## config.mk

```make
export PLATFORM = sky130hd
export DESIGN_NAME = nes_vga_scanout
export DESIGN_NICKNAME = d
export VERILOG_FILES = /design/src/rtl/nes_video_pkg.sv /design/src/rtl/vga_timing_gen.sv /design/src/rtl/nes_vga_scanout.sv
export SDC_FILE = /design/constraint.sdc
export NUM_CORES = 1
export LEC_CHECK = 0
export CAP_MARGIN = 20
export CELL_PAD_IN_SITES_DETAIL_PLACEMENT = 2
export CELL_PAD_IN_SITES_GLOBAL_PLACEMENT = 2
export CORE_UTILIZATION = 29
export DETAILED_ROUTE_END_ITERATION = 6
export PLACE_DENSITY_LB_ADDON = 0.05
export RECOVER_POWER = 100
export SETUP_SLACK_MARGIN = 0.1
export SKIP_LAST_GASP = 1
export SLEW_MARGIN = 20
export SYNTH_ARGS = -nofsm -noshare
export SYNTH_HDL_FRONTEND = slang
export SYNTH_SLANG_ARGS = --single-unit
```

## constraint.sdc

```tcl
create_clock -name i_clk -period 2.3 [get_ports i_clk]
set_input_delay 0.575 -clock i_clk [delete_from_list [all_inputs] [get_ports i_clk]]
set_output_delay 0.575 -clock i_clk [all_outputs]
set_load 0.005 [all_outputs]
```

## src/rtl/nes_video_pkg.sv

```systemverilog
// nes_video_pkg: shared pixel type, default 640x480@60 timing, the NES image
// window and small helpers used by the NES video output path.
package nes_video_pkg;

    typedef logic [14:0] rgb555_t;

    typedef enum logic {
        ST_WAIT = 1'b0,
        ST_RUN  = 1'b1
    } scan_state_t;

    localparam int DEF_H_ACTIVE = 640;
    localparam int DEF_H_FP     = 16;
    localparam int DEF_H_SYNC   = 96;
    localparam int DEF_H_BP     = 48;
    localparam int DEF_V_ACTIVE = 480;
    localparam int DEF_V_FP     = 10;
    localparam int DEF_V_SYNC   = 2;
    localparam int DEF_V_BP     = 33;
    localparam int DEF_IMG_X0   = 64;
    localparam int DEF_IMG_W    = 512;
    localparam int DEF_RD_LAT   = 1;

    // Length of a full line or frame from its four timing segments.
    function automatic int timing_total(input int a, input int b, input int c, input int d);
        return a + b + c + d;
    endfunction

    // 75% brightness with truncating shifts, used for the scanline effect.
    function automatic logic [4:0] scanline_dim(input logic [4:0] c);
        return (c >> 1) + (c >> 2);
    endfunction

endpackage

```

## src/rtl/vga_timing_gen.sv

```systemverilog
// vga_timing_gen: WAIT/RUN frame lock plus the horizontal/vertical counters.
// Produces undelayed hs/vs/de/in_img decodes for the current counter position,
// the doubler column/row for that position and the line_pair buffer-swap cue.
module vga_timing_gen
    import nes_video_pkg::*;
#(
    parameter int H_ACTIVE = DEF_H_ACTIVE,
    parameter int H_FP     = DEF_H_FP,
    parameter int H_SYNC   = DEF_H_SYNC,
    parameter int H_BP     = DEF_H_BP,
    parameter int V_ACTIVE = DEF_V_ACTIVE,
    parameter int V_FP     = DEF_V_FP,
    parameter int V_SYNC   = DEF_V_SYNC,
    parameter int V_BP     = DEF_V_BP,
    parameter int IMG_X0   = DEF_IMG_X0,
    parameter int IMG_W    = DEF_IMG_W
) (
    input  logic       i_clk,
    input  logic       i_reset,
    input  logic       i_ce_pix,
    input  logic       i_frame_available,
    output logic       o_locked,
    output logic       o_line_pair,
    output logic       o_hs,
    output logic       o_vs,
    output logic       o_de,
    output logic       o_in_img,
    output logic       o_row,
    output logic [8:0] o_col
);

    localparam int H_TOTAL = timing_total(H_ACTIVE, H_FP, H_SYNC, H_BP);
    localparam int V_TOTAL = timing_total(V_ACTIVE, V_FP, V_SYNC, V_BP);
    localparam int HW      = $clog2(H_TOTAL);
    localparam int VW      = $clog2(V_TOTAL);

    localparam logic [HW-1:0] H_LAST    = HW'(H_TOTAL - 1);
    localparam logic [HW-1:0] H_ACT_END = HW'(H_ACTIVE);
    localparam logic [HW-1:0] HS_BEGIN  = HW'(H_ACTIVE + H_FP);
    localparam logic [HW-1:0] HS_END    = HW'(H_ACTIVE + H_FP + H_SYNC);
    localparam logic [HW-1:0] IMG_BEGIN = HW'(IMG_X0);
    localparam logic [HW-1:0] IMG_END   = HW'(IMG_X0 + IMG_W);
    localparam logic [VW-1:0] V_LAST    = VW'(V_TOTAL - 1);
    localparam logic [VW-1:0] V_ACT_END = VW'(V_ACTIVE);
    localparam logic [VW-1:0] VS_BEGIN  = VW'(V_ACTIVE + V_FP);
    localparam logic [VW-1:0] VS_END    = VW'(V_ACTIVE + V_FP + V_SYNC);

    scan_state_t   r_state;
    scan_state_t   w_state_next;
    logic [HW-1:0] r_h_cnt;
    logic [HW-1:0] w_h_next;
    logic [VW-1:0] r_v_cnt;
    logic [VW-1:0] w_v_next;
    logic          r_line_pair;
    logic          w_line_pair_next;
    logic          w_run;

    // State, counters and the line-pair pulse; reset returns straight to WAIT at the origin.
    always_ff @(posedge i_clk) begin
        if (i_reset) begin
            r_state     <= ST_WAIT;
            r_h_cnt     <= '0;
            r_v_cnt     <= '0;
            r_line_pair <= 1'b0;
        end else begin
            r_state     <= w_state_next;
            r_h_cnt     <= w_h_next;
            r_v_cnt     <= w_v_next;
            r_line_pair <= w_line_pair_next;
        end
    end

    // WAIT parks at the origin until the doubler has a frame; RUN scans exactly one frame, then re-arms.
    always_comb begin
        w_state_next     = r_state;
        w_h_next         = r_h_cnt;
        w_v_next         = r_v_cnt;
        w_line_pair_next = 1'b0;
        case (r_state)
            ST_WAIT: begin
                w_h_next = '0;
                w_v_next = '0;
                if (i_frame_available) begin
                    w_state_next = ST_RUN;
                end
            end
            ST_RUN: begin
                if (i_ce_pix) begin
                    if (r_h_cnt == H_LAST) begin
                        w_h_next         = '0;
                        w_line_pair_next = r_v_cnt[0] && (r_v_cnt < V_ACT_END);
                        if (r_v_cnt == V_LAST) begin
                            w_v_next     = '0;
                            w_state_next = ST_WAIT;
                        end else begin
                            w_v_next = r_v_cnt + VW'(1);
                        end
                    end else begin
                        w_h_next = r_h_cnt + HW'(1);
                    end
                end
            end
            default: begin
                w_state_next = ST_WAIT;
            end
        endcase
    end

    assign w_run       = (r_state == ST_RUN);
    assign o_locked    = w_run;
    assign o_line_pair = r_line_pair;

    // Every decode is gated by RUN so WAIT looks exactly like the reset state downstream.
    assign o_de     = w_run && (r_h_cnt < H_ACT_END) && (r_v_cnt < V_ACT_END);
    assign o_hs     = !(w_run && (r_h_cnt >= HS_BEGIN) && (r_h_cnt < HS_END));
    assign o_vs     = !(w_run && (r_v_cnt >= VS_BEGIN) && (r_v_cnt < VS_END));
    assign o_in_img = w_run && (r_h_cnt >= IMG_BEGIN) && (r_h_cnt < IMG_END)
                      && (r_v_cnt < V_ACT_END);
    assign o_row    = r_v_cnt[0];
    assign o_col    = 9'(r_h_cnt - IMG_BEGIN);

endmodule

```

## src/rtl/nes_vga_scanout.sv

```systemverilog
// nes_vga_scanout: VGA scan-out stage behind the hq2x line doubler. Drives the
// doubler read address, delays sync/DE/image-window flags to line up with the
// returned pixel and emits blanked, centred RGB555 with aligned syncs.
// Optional build macro NES_SCANOUT_SCANLINES_EN dims odd output lines to 75%.
// RD_LAT must be at least 1.
module nes_vga_scanout
    import nes_video_pkg::*;
#(
    parameter int H_ACTIVE = DEF_H_ACTIVE,
    parameter int H_FP     = DEF_H_FP,
    parameter int H_SYNC   = DEF_H_SYNC,
    parameter int H_BP     = DEF_H_BP,
    parameter int V_ACTIVE = DEF_V_ACTIVE,
    parameter int V_FP     = DEF_V_FP,
    parameter int V_SYNC   = DEF_V_SYNC,
    parameter int V_BP     = DEF_V_BP,
    parameter int IMG_X0   = DEF_IMG_X0,
    parameter int IMG_W    = DEF_IMG_W,
    parameter int RD_LAT   = DEF_RD_LAT
) (
    input  logic        i_clk,
    input  logic        i_reset,
    input  logic        i_ce_pix,
    input  logic        i_frame_available,
    input  logic [14:0] i_pixel_in,
    output logic [9:0]  o_read_x,
    output logic        o_locked,
    output logic        o_line_pair,
    output logic        o_vga_hs,
    output logic        o_vga_vs,
    output logic        o_vga_de,
    output logic [4:0]  o_vga_r,
    output logic [4:0]  o_vga_g,
    output logic [4:0]  o_vga_b
);

    logic        w_hs;
    logic        w_vs;
    logic        w_de;
    logic        w_in_img;
    logic        w_row;
    logic [8:0]  w_col;

    logic [9:0]        r_read_x;
    logic [RD_LAT:0]   r_hs_pipe;
    logic [RD_LAT:0]   r_vs_pipe;
    logic [RD_LAT:0]   r_de_pipe;
    logic [RD_LAT:0]   r_img_pipe;
`ifdef NES_SCANOUT_SCANLINES_EN
    logic [RD_LAT:0]   r_odd_pipe;
`endif

    rgb555_t     w_pix;
    logic [4:0]  w_r;
    logic [4:0]  w_g;
    logic [4:0]  w_b;

    vga_timing_gen #(
        .H_ACTIVE (H_ACTIVE),
        .H_FP     (H_FP),
        .H_SYNC   (H_SYNC),
        .H_BP     (H_BP),
        .V_ACTIVE (V_ACTIVE),
        .V_FP     (V_FP),
        .V_SYNC   (V_SYNC),
        .V_BP     (V_BP),
        .IMG_X0   (IMG_X0),
        .IMG_W    (IMG_W)
    ) u_timing (
        .i_clk             (i_clk),
        .i_reset           (i_reset),
        .i_ce_pix          (i_ce_pix),
        .i_frame_available (i_frame_available),
        .o_locked          (o_locked),
        .o_line_pair       (o_line_pair),
        .o_hs              (w_hs),
        .o_vs              (w_vs),
        .o_de              (w_de),
        .o_in_img          (w_in_img),
        .o_row             (w_row),
        .o_col             (w_col)
    );

    // Stage 0 issues the read address; the flags then ride RD_LAT more stages so they meet the pixel.
    always_ff @(posedge i_clk) begin
        if (i_reset) begin
            r_read_x   <= '0;
            r_hs_pipe  <= '1;
            r_vs_pipe  <= '1;
            r_de_pipe  <= '0;
            r_img_pipe <= '0;
`ifdef NES_SCANOUT_SCANLINES_EN
            r_odd_pipe <= '0;
`endif
        end else if (i_ce_pix) begin
            r_read_x   <= w_in_img ? {w_row, w_col} : 10'd0;
            r_hs_pipe  <= {r_hs_pipe[RD_LAT-1:0], w_hs};
            r_vs_pipe  <= {r_vs_pipe[RD_LAT-1:0], w_vs};
            r_de_pipe  <= {r_de_pipe[RD_LAT-1:0], w_de};
            r_img_pipe <= {r_img_pipe[RD_LAT-1:0], w_in_img};
`ifdef NES_SCANOUT_SCANLINES_EN
            r_odd_pipe <= {r_odd_pipe[RD_LAT-1:0], w_row};
`endif
        end
    end

    // Final colour stage is combinational on the doubler's registered pixel so it adds no latency.
    always_comb begin
        w_pix = r_img_pipe[RD_LAT] ? i_pixel_in : '0;
        w_r   = w_pix[4:0];
        w_g   = w_pix[9:5];
        w_b   = w_pix[14:10];
`ifdef NES_SCANOUT_SCANLINES_EN
        if (r_odd_pipe[RD_LAT]) begin
            w_r = scanline_dim(w_r);
            w_g = scanline_dim(w_g);
            w_b = scanline_dim(w_b);
        end
`endif
    end

    assign o_read_x = r_read_x;
    assign o_vga_hs = r_hs_pipe[RD_LAT];
    assign o_vga_vs = r_vs_pipe[RD_LAT];
    assign o_vga_de = r_de_pipe[RD_LAT];
    assign o_vga_r  = w_r;
    assign o_vga_g  = w_g;
    assign o_vga_b  = w_b;

endmodule

```

==> results.md <==
Yosys:
- The warning count from the yosys run is 0.
- Of the post-synthesis cell area, the dominant cell type holds 39.3%.
- The post-synthesis register bit count is 40.
- Sorting the synthesized cells by area gives the leading types as sky130_fd_sc_hd__dfxtp_1 (39%), sky130_fd_sc_hd__ha_1 (5.5%), sky130_fd_sc_hd__and2_1 (4.6%), sky130_fd_sc_hd__nor2_1 (4.2%), sky130_fd_sc_hd__a22o_1 (3.9%).
- Synthesis produced between 200 and 250 cells.
- The post-synth net total is around 260.
- For this run, the register share of the synthesized area comes to a little under 40%.
- The number of distinct library cells after synthesis is around 50.
- The number of enable flip-flop cells after synthesis is 0.
- The synthesized design spends more area on one cell type than any other, namely sky130_fd_sc_hd__dfxtp_1.
- The mean instance size in the synthesized netlist is about 9 µm².
- The cell area that synthesis handed to floorplanning was about 2000 µm².
- For this run, the leading register cell type out of synthesis is sky130_fd_sc_hd__dfxtp_1.
- The share of synthesized registers carrying an async set or reset is 0%.

Worst setup path:
- The worst endpoint required time is 1.73 ns.
- The total buffers and inverters traversed by the critical path is 2.
- STA classifies the critical path endpoint as an output port.
- On the worst path, the slowest cell contributes a delay of about 0.54 ns.
- Traced cell by cell, the critical path runs through dlygate4sd3_1 > and2_1 > dlygate4sd2_1.
- The cell with the largest stage delay on the worst path is sky130_fd_sc_hd__dlygate4sd3_1.
- The peak fanout along the critical path is 1.
- The internal reg-to-reg setup slack is 0.38 ns.
- The launching element type of the critical path is an input pin.
- The capture point of the worst reg-to-reg path is u_timing.r_h_cnt[8]$_SDFFE_PP0P_.
- The path type of the worst setup path is input pin to output port.
- Counting cells, the worst reg-to-reg path comes to 6.
- The beginning of the worst register-to-register path is u_timing.r_h_cnt[6]$_SDFFE_PP0P_.
- The arrival time of the worst setup path is ~1.5 ns.
- The cell class contributing the biggest share of worst-path delay is buffers and inverters.

Detailed routing:
- The number of optimization iterations in the first detailed-route pass is 4.
- The detailed-route DRC error count is 0.
- The count of nets left with antenna violations once routing finished came out at 0.
- The detailed router finished its first iteration with 49 violations.
- The average via count per standard cell is a little over 5.
- The vias after detailed routing is 1917.
- The average wire per standard cell is ~16 µm.
- The total wirelength of the detailed-routed design is a little over 6 mm.

Min path:
- The end of the worst hold path is r_img_pipe[0]$_SDFFE_PP0P_.
- The worst hold path begins at r_img_pipe[0]$_SDFFE_PP0P_.
- The cell depth of the worst min-delay path is 1.
- In this run the worst hold path is classified as flop to flop.

Power:
- The worst IR drop on VDD is approximately 250 µV.
- The analysis attributes to cell leakage a power of 1.11 nW.
- The ratio of total power to cell area is 510 nW/µm².

Global routing:
- The pin count of the biggest net entering global routing is 17.
- The wire length of the first global-routing pass is 10.1 mm.
- The via count of the first global-routing pass was between 1500 and 2000.
- The overall routing resource usage is between 10% and 20%.
- The remaining global-route overflow is 0.
- The number of antenna violations at the first check in global routing was 0.

STA:
- The setup slack after layout is between 0.2 and 0.25 ns.
- The minimum period implied by the final worst setup slack is about 2.1 ns.
- Dividing the final minimum period by the clock period gives roughly 91%.
- At the pin with the least slew margin, the transition time is roughly 0.84 ns.
- In this run the tightest slew margin relative to its limit is a little over two fifths.
- The max-slew violation count is 0.
- Setup violations remaining at the end of the flow were counted as 0.
- The accumulated negative setup slack is 0 ns.
- Setup repair after global routing left no endpoint under its margin.
- The total count of hold-check failures in the final report came to 0.
- The post-route clock skew is 0.00903 ns.
- Static timing analysis puts the maximum clock frequency at approximately 0.48 GHz.

Floorplanning:
- The floorplan has 30 rows.
- In this run the count of I/O pins placed on the die edge is between 40 and 50.
- The die covers 7360 µm².
- The starting density of the core is 30.0%.
- The region available for standard cell placement spans 6790 µm².
- The x dimension of the die is around 86 µm.
- The die height is 85.8 µm.

Cells and area:
- The area added between synthesis and finish is 34.2%.
- Cells with a size suffix above 1 make up under 10% of the layout.
- At the end of the flow, the number of nets in the layout was 312.
- The count of inserted antenna diode cells is 0.

Clock network:
- Clock-pin slew was measured on the worst setup and hold paths at approximately 0.080 ns.
- The number of buffers added by the clock tree synthesis step is 5.
- The maximum count of clock buffers along a single path is 2.
- The clock latency on the worst-skew pair is roughly 0.3 ns.
- TritonCTS built the clock tree.
- The tree is rooted in a sky130_fd_sc_hd__clkbuf_8.
- The total of hold buffers inserted after clock tree synthesis is 0.
- The H-tree depth is 2.
- The clock net in this run drives a total of 40 sinks.

Run status:
- The flow ran to the end, and the final reports show no timing, DRC or antenna violations.

Placement:
- The setup slack at placement is 0.0515 ns.
- Routability-driven placement finished with a final weighted congestion of 0.724.
- Detailed placement finished with a half-perimeter wire length of approximately 4.6 mm.
- The count of buffers added on input and output ports is between 40 and 50.

Job:
- The number of maximum-capacitance violations is 0.
flip-flops by register name, indices dropped and copies added, names as in the netlist:
| register | cells |
|---|---|
| u_timing.o_line_pair | 1 |
| u_timing.o_locked | 1 |
| o_read_x | 10 |
| u_timing.r_h_cnt | 10 |
| r_hs_pipe | 2 |
| r_vs_pipe | 2 |
| u_timing.r_v_cnt | 10 |
| r_img_pipe | 2 |
| r_de_pipe | 2 |
where the power goes:
group	switching (mW)	total (mW)	internal, mW
Combinational	0.0403	0.0888	0.0485
Sequential	0.00611	0.704	0.698
Clock	0.272	0.600	0.327
cell usage in the layout, fill, tap and decap left out, types with 9 or more instances in the layout:
| master | synthesis | layout |
|---|---|---|
| sky130_fd_sc_hd__and2_1 | 15 | 9 |
| sky130_fd_sc_hd__nand2_1 | 14 | 14 |
| sky130_fd_sc_hd__a22o_1 | 9 | 9 |
| sky130_fd_sc_hd__dlygate4sd3_1 | 0 | 25 |
| sky130_fd_sc_hd__a21oi_1 | 10 | 10 |
| sky130_fd_sc_hd__nand3_1 | 11 | 12 |
| sky130_fd_sc_hd__dfxtp_1 | 40 | 40 |
| sky130_fd_sc_hd__nor2_1 | 23 | 23 |
| sky130_fd_sc_hd__ha_1 | 9 | 9 |
| sky130_fd_sc_hd__dlygate4sd2_1 | 0 | 15 |
area by class of cell:
cell class | count | area (µm²)
clock buffers | 5 | 68.8
clock inverters | 3 | 47.5
fillers | 781 | 4060
inverters | 8 | 30.0
multi-input cells | 169 | 1110
flip-flops and latches | 40 | 801
well taps | 96 | 120
repair buffers | 60 | 553
cells in the mapped netlist, types with 3 or more instances:
cell type                   instances
sky130_fd_sc_hd__o2bb2ai_1          3
sky130_fd_sc_hd__nand3_1           11
sky130_fd_sc_hd__a311oi_1           3
sky130_fd_sc_hd__and3_1             3
sky130_fd_sc_hd__and2_1            15
sky130_fd_sc_hd__inv_1              8
sky130_fd_sc_hd__mux2i_1            3
sky130_fd_sc_hd__a21oi_1           10
sky130_fd_sc_hd__xnor2_1            4
sky130_fd_sc_hd__buf_4              5
sky130_fd_sc_hd__a211o_1            3
sky130_fd_sc_hd__dfxtp_1           40
sky130_fd_sc_hd__nor2_1            23
sky130_fd_sc_hd__nand2b_1           3
sky130_fd_sc_hd__nor2b_1            7
sky130_fd_sc_hd__a22o_1             9
sky130_fd_sc_hd__nor3_1             7
sky130_fd_sc_hd__nand2_1           14
sky130_fd_sc_hd__ha_1               9
sky130_fd_sc_hd__clkbuf_1           5
sky130_fd_sc_hd__nand4_1            4
sky130_fd_sc_hd__o21ai_0            6
sky130_fd_sc_hd__and4_1             4
worst max-delay path by stage:
stage / start / to / slack (ns) / depth (start not counted)
2_1_floorplan: u_timing.r_h_cnt[0]$_SDFFE_PP0P_ / u_timing.r_v_cnt[6]$_SDFFE_PP0P_ / 0.62 / 6
3_3_place_gp: i_pixel_in[5] / o_vga_g[0] / 0.07 / 3
3_5_place_dp: i_ce_pix / u_timing.r_h_cnt[8]$_SDFFE_PP0P_ / 0.05 / 6
4_1_cts: i_ce_pix / o_read_x[9]$_SDFFE_PP0P_ / 0.28 / 5
5_1_grt: i_ce_pix / o_read_x[0]$_SDFFE_PP0P_ / 0.13 / 5
6_report: i_pixel_in[5] / o_vga_g[0] / 0.20 / 3
metal layers:
metal  global-route usage [%]  vias up  wire (µm)
li1                         -      933          -
met1                     24.8      927       3110
met2                     28.0       55       2720
met3                     3.18        2        287
met4                     5.45        0         29
met5                        0        -          0
kinds of logic (layout without fill, tap and decap cells):
family | after synthesis | count (layout) | share of synthesized area (%)
adders and majority gates | 9 | 9 | 5.53
and+or+nand+nor | 103 | 103 | 28.1
xor gates and xnor gates | 6 | 6 | 2.58
AOI/OAI and AO/OA | 48 | 48 | 17.5
DFF | 40 | 40 | 39.3
muxes | 3 | 3 | 1.47
buffers and inverters | 22 | 76 | 5.53
per-stage QoR:
| stage | utilization, % | total power, mW | std cells | instance area [µm²] | hold slack [ns] |
|---|---|---|---|---|---|
| finish | 40.2 | 1.39 | 381 | 2730 | 0.455 |
| global route | 40.2 | 1.45 | 381 | 2730 | 0.480 |
| detailed placement | 39.1 | 0.819 | 373 | 2660 | 0.442 |
| global placement | 39.1 | 0.817 | 373 | 2660 | 0.432 |
| floorplan | - | 0.753 | 231 | 2040 | 0.426 |
| CTS | 40.6 | 1.43 | 381 | 2760 | 0.462 |
what timing repair did:
action | 4_1_cts | 5_1_grt
cloned | 0 | 0
setup endpoints to repair | 15 | 1
gates resized for setup | 15 | 1
setup buffers | 0 | 0
(Power assumes the default switching activity.)
